**src/rtl/fifo_word_packer.sv**
```systemverilog
// Packs RATIO consecutive WIDTH-bit FIFO entries (LSB lane first) into one output word
// behind a valid/ready slot; a flush pulse emits the partial word with a lane-keep mask.

module fifo_word_packer_lane #(
    parameter int WIDTH = 8
) (
    input  logic             clock,
    input  logic             reset,
    input  logic             we,
    input  logic [WIDTH-1:0] din,
    output logic [WIDTH-1:0] q
);
    always_ff @(posedge clock or posedge reset) begin
        if (reset)   q <= '0;
        else if (we) q <= din;
    end
endmodule

module fifo_word_packer #(
    parameter int WIDTH   = 8,
    parameter int RATIO   = 4,
    parameter int RATIO_l = $clog2(RATIO)
) (
    input  logic                   clock,
    input  logic                   reset,
    output logic                   fifo_rd,
    input  logic [WIDTH-1:0]       fifo_dout,
    input  logic                   fifo_empty,
    input  logic                   flush,
    output logic                   out_valid,
    input  logic                   out_ready,
    output logic [WIDTH*RATIO-1:0] out_data,
    output logic [RATIO-1:0]       out_keep,
    output logic                   busy
);
    typedef enum logic [1:0] {FILL, HOLD, FLUSH} state_t;

    localparam logic [RATIO_l:0] IDX_FULL = (RATIO_l+1)'(RATIO);
    localparam logic [RATIO_l:0] IDX_ONE  = (RATIO_l+1)'(1);

    state_t                        state, state_d;
    logic [RATIO_l:0]              idx, idx_d;
    logic                          rd_pend, flush_req, flush_req_d;
    logic                          cap, cap_last, slot_free, load;
    logic [RATIO_l-1:0]            lane_sel;
    logic [RATIO-1:0]              lane_we, part_keep, load_keep;
    logic [RATIO-1:0][WIDTH-1:0]   pbuf, full_word, part_word, load_data;

    assign lane_sel  = idx[RATIO_l-1:0];
    assign cap       = (state == FILL) && rd_pend;
    assign cap_last  = cap && (lane_sel == RATIO_l'(RATIO-1));
    assign slot_free = !out_valid || out_ready;

    // Count the in-flight read so the last lane's data lands before another read issues.
    assign fifo_rd = !reset && !fifo_empty && (state == FILL) && !flush_req &&
                     ((idx + (RATIO_l+1)'(rd_pend)) < IDX_FULL);

    assign busy = (idx != '0) || rd_pend || out_valid || flush_req || (state != FILL);

    for (genvar k = 0; k < RATIO; k++) begin : g_lane
        assign lane_we[k]   = cap && (lane_sel == RATIO_l'(k));
        assign part_keep[k] = idx > (RATIO_l+1)'(k);
        assign part_word[k] = part_keep[k] ? pbuf[k] : '0;
        // The completing lane is still on fifo_dout, so bypass it into the outgoing word.
        assign full_word[k] = (cap_last && k == RATIO-1) ? fifo_dout : pbuf[k];

        fifo_word_packer_lane #(.WIDTH(WIDTH)) u_lane (
            .clock (clock),
            .reset (reset),
            .we    (lane_we[k]),
            .din   (fifo_dout),
            .q     (pbuf[k])
        );
    end

    always_comb begin
        state_d     = state;
        idx_d       = idx;
        flush_req_d = flush_req || flush;
        load        = 1'b0;
        load_data   = full_word;
        load_keep   = '1;
        case (state)
            FILL: begin
                if (rd_pend) begin
                    idx_d = idx + IDX_ONE;
                    if (cap_last) begin
                        if (slot_free) begin
                            load  = 1'b1;
                            idx_d = '0;
                        end else begin
                            state_d = HOLD;
                        end
                    end
                end else if (flush_req) begin
                    state_d = FLUSH;
                end
            end
            HOLD: begin
                if (slot_free) begin
                    load      = 1'b1;
                    load_data = pbuf;
                    idx_d     = '0;
                    state_d   = FILL;
                end
            end
            FLUSH: begin
                if (idx == '0) begin
                    flush_req_d = 1'b0;
                    state_d     = FILL;
                end else if (slot_free) begin
                    load        = 1'b1;
                    load_data   = part_word;
                    load_keep   = part_keep;
                    idx_d       = '0;
                    flush_req_d = 1'b0;
                    state_d     = FILL;
                end
            end
            default: state_d = FILL;
        endcase
    end

    always_ff @(posedge clock or posedge reset) begin
        if (reset) begin
            state     <= FILL;
            idx       <= '0;
            rd_pend   <= 1'b0;
            flush_req <= 1'b0;
        end else begin
            state     <= state_d;
            idx       <= idx_d;
            rd_pend   <= fifo_rd;
            flush_req <= flush_req_d;
        end
    end

    always_ff @(posedge clock or posedge reset) begin
        if (reset) begin
            out_valid <= 1'b0;
            out_data  <= '0;
            out_keep  <= '0;
        end else if (load) begin
            out_valid <= 1'b1;
            out_data  <= load_data;
            out_keep  <= load_keep;
        end else if (out_ready) begin
            out_valid <= 1'b0;
        end
    end
endmodule

```
**config.mk**
```make
export PLATFORM = sky130hd
export DESIGN_NAME = fifo_word_packer
export DESIGN_NICKNAME = d
export VERILOG_FILES = /design/src/rtl/fifo_word_packer.sv
export SDC_FILE = /design/constraint.sdc
export NUM_CORES = 1
export LEC_CHECK = 0
export BUFFER_PORTS_ARGS = -buffer_cell sky130_fd_sc_hd__buf_4
export CORE_ASPECT_RATIO = 0.6
export CORE_MARGIN = 4
export CORE_UTILIZATION = 35
export CTS_CLUSTER_DIAMETER = 40
export CTS_CLUSTER_SIZE = 16
export DETAILED_ROUTE_END_ITERATION = 8
export PLACE_DENSITY = 0.59
export SLEW_MARGIN = 20
export SYNTH_ARGS = -nofsm -noshare
export SYNTH_HDL_FRONTEND = slang
export SYNTH_SLANG_ARGS = --single-unit
```
**constraint.sdc**
```tcl
create_clock -name clock -period 4.3 [get_ports clock]
set_input_delay 0.43 -clock clock [delete_from_list [all_inputs] [get_ports clock]]
set_output_delay 0.43 -clock clock [all_outputs]
set_load 0.01 [all_outputs]
```
-- Word level (Yosys, flattened, before mapping)
Cells that the tools add are included.
- register bits: 76
- word-level logic and storage cells: 91
- $add $sub $neg: 2
- mux-type cells: 35
- $lt $le $gt $ge: 5
- equal/unequal tests: 10
- reduce and logical (&&, ||, !) cells: 28
- operators by type and width (kind ; number):
    $mux W32 ; 3
    $pmux W32 S2 ; 1
    $mux W8 ; 5
    $mux W3 ; 5
    $mux W2 ; 6
    $mux W4 ; 3
    $logic_and A1 B1 Y1 ; 9
    $mux W1 ; 9
    $ne A3 B3 Y1 const B ; 3
    $pmux W3 S3 ; 1
    $eq A2 B2 Y1 const B ; 3
    $gt A3 B1 Y1 const B ; 2
    $gt A3 B2 Y1 const B ; 2
    $logic_or A1 B1 Y1 ; 6
    $pmux W2 S3 ; 1
    $reduce_and A3 Y1 ; 2
    $reduce_bool A3 Y1 ; 2
    $eq A2 B1 Y1 const B ; 2
    $logic_not A1 Y1 ; 4
    $logic_not A2 Y1 ; 2
    $ne A2 B2 Y1 const B ; 2
    $reduce_bool A2 Y1 ; 2
    $add A3 B1 Y3 ; 1
    $add A3 B1 Y3 const B ; 1
    3 further kinds ; 3

-- Logic depth before layout (Yosys ltp)
Gate-level depths: netlist (run 1).
- depth after elaboration: 7
- depth in mapped cells: 10
- depth with buffers taken out: 6

-- Modules after synthesis
A second synthesis (run 1) with hierarchy kept.
- cell total of the unflattened synthesis: 293
- area, all modules: 3722.3 um^2
- by module, submodules not included (module ; cells an instance ; area each (um^2) ; times used):
    fifo_word_packer ; 221 ; 2381.0 ; 1
    fifo_word_packer_lane ; 18 ; 335.3 ; 4

-- Worst setup path after synthesis (run 1)
No wires, ideal clock.
- path kind: input -> output
- start point: input port reset
- end point: output port fifo_rd
- data arrival time: 2.658 ns
- path buffers: 0
- stages on the path: 3
- setup slack: 1.212 ns
- cells stage by stage: inv_1 > nand2_1 > nor4_1
- longest elaborated chain between the ends: 5
- RTL lines (item ; RTL line ; text):
    from (decl) ; 25 ; input logic reset,
    $logic_not A1 Y1 (no line) ; -- ;
    $logic_and A1 B1 Y1 (4 in series) ; 55 ; assign fifo_rd = !reset && !fifo_empty && (state == FILL) && !flush_req &&
    to (decl) ; 26 ; output logic fifo_rd,
Every way passes these cells.

-- Final worst setup path (run 1)
- start point: register out_valid
- end point: register out_keep[3]
- longest elaborated chain between the ends: 6
- RTL lines (item ; RTL line ; text):
    from (decl) ; 30 ; output logic out_valid,
    from (signal assigned) ; 140 ; out_valid <= 1'b0;
    from (signal assigned) ; 144 ; out_valid <= 1'b1;
    from (signal assigned) ; 148 ; out_valid <= 1'b0;
    $logic_not A1 Y1 * ; 52 ; assign slot_free = !out_valid || out_ready;
    $logic_or A1 B1 Y1 * ; 52 ;
    $mux W1 ; 88, 100, 111 ;
    $mux W1 ; 87 ; if (cap_last) begin
    $mux W1 ; 85 ; if (rd_pend) begin
    $pmux W1 S3 ; 83 ; case (state)
    to (signal assigned) ; 146 ; out_keep <= load_keep;
    to (decl) ; 33 ; output logic [RATIO-1:0] out_keep,
Every way passes the cells marked *; elsewhere a longest branch is shown, timed or not.
A chain may end at the register's enable or synchronous reset.

==> flow_summary.ini, run 1 <==
[sta]
tightest_slew_ns = 1.11
fin_crit_ns = 2.67
finalMaxSlewViolations = 0
setup_violations = 0
post-route-period-util_pct = 62.0
finalSetupTns_ns = 0
fmaxAchievable_mhz = 375
finClkSkew_ns = 0.00638
final_hold_viol_count = 0
grt_setup_unrepaired = no
relSlewSlack_pct = 25.8
setup_ws_ns = 1.63

[setup_path]
r2r_setup_slack_ns = 1.63
worstSetupPathType = reg2reg
cp_max_fo = 36
r2r_cells = 5
worst_ep_arrival_time_ns = 2.88
cp.required_ns = 4.52
cp-end-kind = register
start_kind = register

[yosys]
muxShareOfSynthArea_pct = 10.3
synth_compound_area_share_pct = 21.1
synthXorXnorAreaFrac_pct = 0.240
synth_seq_area_share_pct = 52.0
syn_area_um2 = 3650
yosys.area_share.simple_pct = 6.47
synth_top_family_by_area = compound AO/OA/AOI/OAI gates
ys_seq_elements = 76
synth_top_cell_by_area = dfrtp_1
synthTopCellsByArea = dfrtp_1, mux2_2, o21ai_0
synth_ff_type = dfrtp_1
synth_top_area_share_pct = 52.0
async_reset_ff_share_pct = 100
synthAdderAreaFrac_pct = 3.42
synth_edf_count = 0
yosysWarnings = 0
synth_area_per_cell_um2 = 11.9
synth_cells = 307
synth_nets = 330
synth_cell_types = 41

[place]
dp_slack_ns = 1.40
io_buffers = 51
dp_hpwl_mm = 5.94
place_congestion = 0.843

[drt]
detail_route.vias_per_cell = 5.10
post-route-drc-count = 0
totalWireLength_mm = 8.39
drt-initial-drc-count = 124
vias = 2523
first_pass_iters = 4
final_antenna_net_count = 0
wire_per_inst_um = 17.0

[final_layout]
drive_above_1_share_pct = 38.6
n_antenna_cell = 0
nNetsFinal = 378
syn2layout_area_growth_pct = 21.1

[clocking]
cts_made_buffers = 9
cts_buffer_depth = 2
clk_latency_ns = 0.33
cts_tree = yes
holdBufCountCts = 0
cts_num_sinks = 76
htreeDepth = 3
cts.clk_slew.worst_paths_ns = 0.06
cts_resized = 0
postCtsSetupBuffers = 0
root_buffer = clkbuf_16

[worst_hold_path]
hold_class = in2async

[global_route]
grt_pass1_vias = 2598
overflow = 0
grt_antenna_before_repair = 0
grt_max_degree = 53
grt_pass1_wl_mm = 13.9
grt.total_usage_pct = 14.7

[floorplan]
placement_rows = 28
dieArea_um2 = 12200
ioPinCount = 52
die_width_um = 140
die_height_um = 87.2
coreArea_um2 = 10000
start_util_pct = 36.5

[pwr]
ir_worst_vdd_uv = 339
power.density_nw_per_um2 = 798
finalPower_mw = 3.53
p_leak_nw = 2.00

[run]
cap_violations = 0

[status]
status = finished, final reports clean
==> area by class of cell <==
class                      count  area, µm²
clock buffer                  11        253
tap                          135        169
multi-input combinational    189       1520
clock inverter                 5       81.3
timing repair buffer          55        413
sequential                    76       1900
inverter                      24       90.1
fill                         950       5600
==> report_power, final <==
group	internal, mW	switching [mW]	total, mW	leakage, nW
Combinational	0.625	0.873	1.50	0.888
Clock	0.540	0.289	0.829	0.162
Sequential	1.02	0.182	1.20	0.952
Total	2.19	1.34	3.53	2.00
==> per-layer routing <==
| layer | global-route usage, % | part of all wire [%] | vias to the layer above |
|---|---|---|---|
| met4 | 4.66 | 1.0 | 0 |
| met2 | 20.1 | 41 | 67 |
| met1 | 21.9 | 53 | 1249 |
| met5 | 0 | 0 | - |
| met3 | 4.72 | 5.2 | 9 |
| li1 | - | - | 1198 |
==> cells by family after synthesis <==
logic type / Yosys count
flops: 76
simple gates: 45
buf+inv: 42
compound gates: 100
mux: 33
xor+xnor: 1
fa+ha+maj: 10
==> registers in the layout, indices dropped and copies added, names as in the netlist <==
register,flops
rd_pend,1
idx,3
flush_req,1
out_keep,4
out_valid,1
state,2
g_lane.u_lane.q,32
out_data,32
==> stage by stage <==
| step | cells | instance area, µm² | utilization [%] | hold WS (ns) |
|---|---|---|---|---|
| after floorplan | 307 | 3650 | - | 0.479 |
| after global placement | 478 | 4080 | 40.7 | 0.489 |
| after detailed placement | 478 | 4080 | 40.7 | 0.493 |
| after CTS | 494 | 4420 | 44.1 | 0.170 |
| after global routing | 495 | 4420 | 44.2 | 0.213 |
| final | 495 | 4420 | 44.2 | 0.155 |
==> synthesized netlist by cell type, drive strengths merged, types with 2 or more instances <==
cell type and instances:
nor2b 3, o21bai 2, nor2 4, nand2 11
o21ai 54, a21oi 5, o31ai 17, dfrtp 76
inv 24, clkbuf 8, ha 10, nand2b 4
mux2 33, a2bb2oi 8, o31a 2, buf 10
nand3 16, nand3b 2, o211ai 3
==> cell usage in the layout, fill, tap and decap left out, types with 5 or more instances in the layout <==
cell	instances
nand2_1	11
buf_4	54
nand3_1	16
clkbuf_16	9
o21ai_0	35
ha_1	10
inv_1	23
mux2_2	32
o31ai_2	13
dfrtp_1	76
o21ai_2	17
a21oi_1	5
a2bb2oi_1	8
==> final timing paths <==
kind,startpoint,to
setup / recovery,out_valid$_DFFE_PP0P_,out_keep[3]$_DFFE_PP0P_
hold / removal,reset,g_lane[1].u_lane.q[0]$_DFFE_PP0P_
setup reg to reg,out_valid$_DFFE_PP0P_,out_keep[3]$_DFFE_PP0P_
hold reg to reg,g_lane[1].u_lane.q[1]$_DFFE_PP0P_,g_lane[1].u_lane.q[1]$_DFFE_PP0P_
max in group asynchronous,reset,out_data[10]$_DFFE_PP0P_
min in group clock,fifo_empty,rd_pend$_DFF_PP0_
==> critical path, stage by stage, from the launching register on <==
cell      delay (ns)
dfrtp_1         0.43
nand2b_1        0.37
nand2b_1        0.19
buf_4           0.33
or2_2           0.88
mux2_4          0.35
(Power assumes the default switching activity.)
==> inputs of run 2 (changes only) <==
--- a/config.mk
+++ b/config.mk
@@ -12,7 +12,7 @@
 export CTS_CLUSTER_DIAMETER = 40
 export CTS_CLUSTER_SIZE = 16
 export DETAILED_ROUTE_END_ITERATION = 8
-export PLACE_DENSITY = 0.59
+export PLACE_DENSITY = 0.61
 export SLEW_MARGIN = 20
 export SYNTH_ARGS = -nofsm -noshare
 export SYNTH_HDL_FRONTEND = slang
==> constraint.sdc (replaced) <==
create_clock -name clock -period 2.15 [get_ports clock]
set_input_delay 0.215 -clock clock [delete_from_list [all_inputs] [get_ports clock]]
set_output_delay 0.215 -clock clock [all_outputs]
set_load 0.01 [all_outputs]
==> run 2 against run 1 <==
Effect of this change:
- global-route usage up 0.46 points
- clock power up 75%
- cell area up 2.2%
- first-iteration DRC count up 40%
- highest routed layer unchanged
- via count up 2.4%
- sequential cell count unchanged
- cell count up 2.6%
- critical path type unchanged
- clock-buffer cell count unchanged
- worst hold slack worse by 0.11 ns
- largest power group unchanged
- die area unchanged
- fmax up 33%
- largest cell class unchanged
- sequential share of layout area down 0.94 points
==> flow_summary.ini, run 2 (synthesis gave the netlist of run 1 again) <==
[global_route]
grt_pass1_vias = 2545
grt_pass1_wl_mm = 14.3
grt_max_degree = 77
overflow = 0
grt_antenna_before_repair = 0
grt.total_usage_pct = 15.2

[clocking]
cts_num_sinks = 76
cts_buffer_depth = 2
cts_made_buffers = 9
cts.clk_slew.worst_paths_ns = 0.06
cts_tree = yes
holdBufCountCts = 0
clk_latency_ns = 0.34
root_buffer = clkbuf_16
htreeDepth = 3

[drt]
final_antenna_net_count = 0
wire_per_inst_um = 17.6
totalWireLength_mm = 8.96
detail_route.vias_per_cell = 5.08
post-route-drc-count = 0
drt-initial-drc-count = 173
first_pass_iters = 4
vias = 2583

[setup_path]
worst_ep_arrival_time_ns = 2.26
r2r_setup_slack_ns = 0.15
start_kind = register
cp_max_fo = 8
worstSetupPathType = reg2reg
cp.required_ns = 2.41
cp-end-kind = register

[place]
placed_cell_area_um2 = 4220
io_buffers = 51
dp_hpwl_mm = 6.23
place_congestion = 0.882

[final_layout]
drive_above_1_share_pct = 41.8
final_util_pct = 45.1
fillers = 979
nNetsFinal = 391
syn2layout_area_growth_pct = 23.8
stdcell_area_um2 = 4520
layout_common_cells = dfrtp_1, buf_4, o21ai_0, mux2_2, inv_1
n_antenna_cell = 0
top_regs = g_lane.u_lane.q (32), out_data (32), out_keep (4)
final_common_cell = dfrtp_1

[sta]
finClkSkew_ns = 0.00828
finalSetupTns_ns = 0
finalMaxSlewViolations = 0
setup_violations = 0
fmaxAchievable_mhz = 499
fin_crit_ns = 2.00
grt_setup_unrepaired = no
post-route-period-util_pct = 93.1
final_hold_viol_count = 0
relSlewSlack_pct = 55.4
tightest_slew_ns = 0.670

[run]
cap_violations = 0

[pwr]
power.density_nw_per_um2 = 1570
combinationalPowerShare_pct = 46.0
p_sw_share_pct = 39.3
seqPwrFrac_pct = 33.6
p_leak_nw = 2.05
ir_worst_vdd_uv = 603
clock_power_share_pct = 20.4
p_int_mw = 4.31
switching_power_mw = 2.79
finalPower_mw = 7.10

[floorplan]
dieArea_um2 = 12200
ioPinCount = 52
coreArea_um2 = 10000
die_width_um = 140
start_util_pct = 36.5
die_height_um = 87.2
placement_rows = 28

[status]
status = finished, final reports clean

[worst_hold_path]
hold_class = in2reg
[run 2: changes by cell type in the layout (fill, tap and decap cells not counted), sizes merged]
cell / change
inv: -1
bufinv: -2
clkbuf: -1
buf: +14
clkinvlp: +2
clkinv: +1
[run 2: worst paths after layout]
| kind | startpoint | to | cells past startpoint |
|---|---|---|---|
| setup / recovery | idx[0]$_DFFE_PP0P_ | out_data[28]$_DFFE_PP0P_ | 6 |
| hold / removal | fifo_empty | rd_pend$_DFF_PP0_ | 2 |
| setup reg to reg | idx[0]$_DFFE_PP0P_ | out_data[28]$_DFFE_PP0P_ | 6 |
| hold reg to reg | g_lane[2].u_lane.q[1]$_DFFE_PP0P_ | g_lane[2].u_lane.q[1]$_DFFE_PP0P_ | 1 |
| max in group asynchronous | reset | out_data[24]$_DFFE_PP0P_ | 3 |
| min in group asynchronous | reset | out_data[5]$_DFFE_PP0P_ | 3 |
[run 2: critical path, stage by stage, from the launching register on]
cell and delay [ns]:
dfrtp_1 0.37, buf_4 0.15, ha_1 0.26, ha_1 0.25, o41a_1 0.55, a2bb2oi_1 0.22, o21ai_2 0.14
[run 2: area by class of cell]
type	instances	area, µm²	area share [%]
inverters	24	93.8	2.07
multi-input cells	189	1540	34.0
clock buffers	11	253	5.59
flip-flops and latches	76	1900	42.0
clock inverters	5	33.8	0.747
well taps	135	169	3.73
repair buffers	68	536	11.8
[run 2: per-stage QoR]
step	instances	setup WS, ns	hold WS, ns
floorplan	307	0.0365	0.332
global placement	492	0.0852	0.389
detailed placement	492	0.0410	0.402
CTS	508	0.0341	0.0504
global route	508	0.0605	0.0492
finish	508	0.148	0.0491
[run 2: metal layers]
metal | vias up | global-route usage [%] | part of all wire [%]
li1 | 1232 | - | -
met3 | 9 | 5.10 | 7.1
met2 | 77 | 19.7 | 38
met1 | 1265 | 23.8 | 54
met5 | - | 0 | 0
met4 | 0 | 3.52 | 0.96
[run 2: repair_timing]
item | 4_1_cts | 5_1_grt
gates resized for setup | 0 | 3
buffers inserted | 0 | 0
setup endpoints to repair | 0 | 9
[run 2: power groups by stage]
stage	clock (mW)	combinational [mW]	sequential, mW
2_1_floorplan	0	2.11	2.45
3_3_place_gp	0	3.22	2.39
3_5_place_dp	0	3.26	2.40
4_1_cts	1.46	3.26	2.39
5_1_grt	1.54	3.58	2.46
6_report	1.45	3.27	2.38
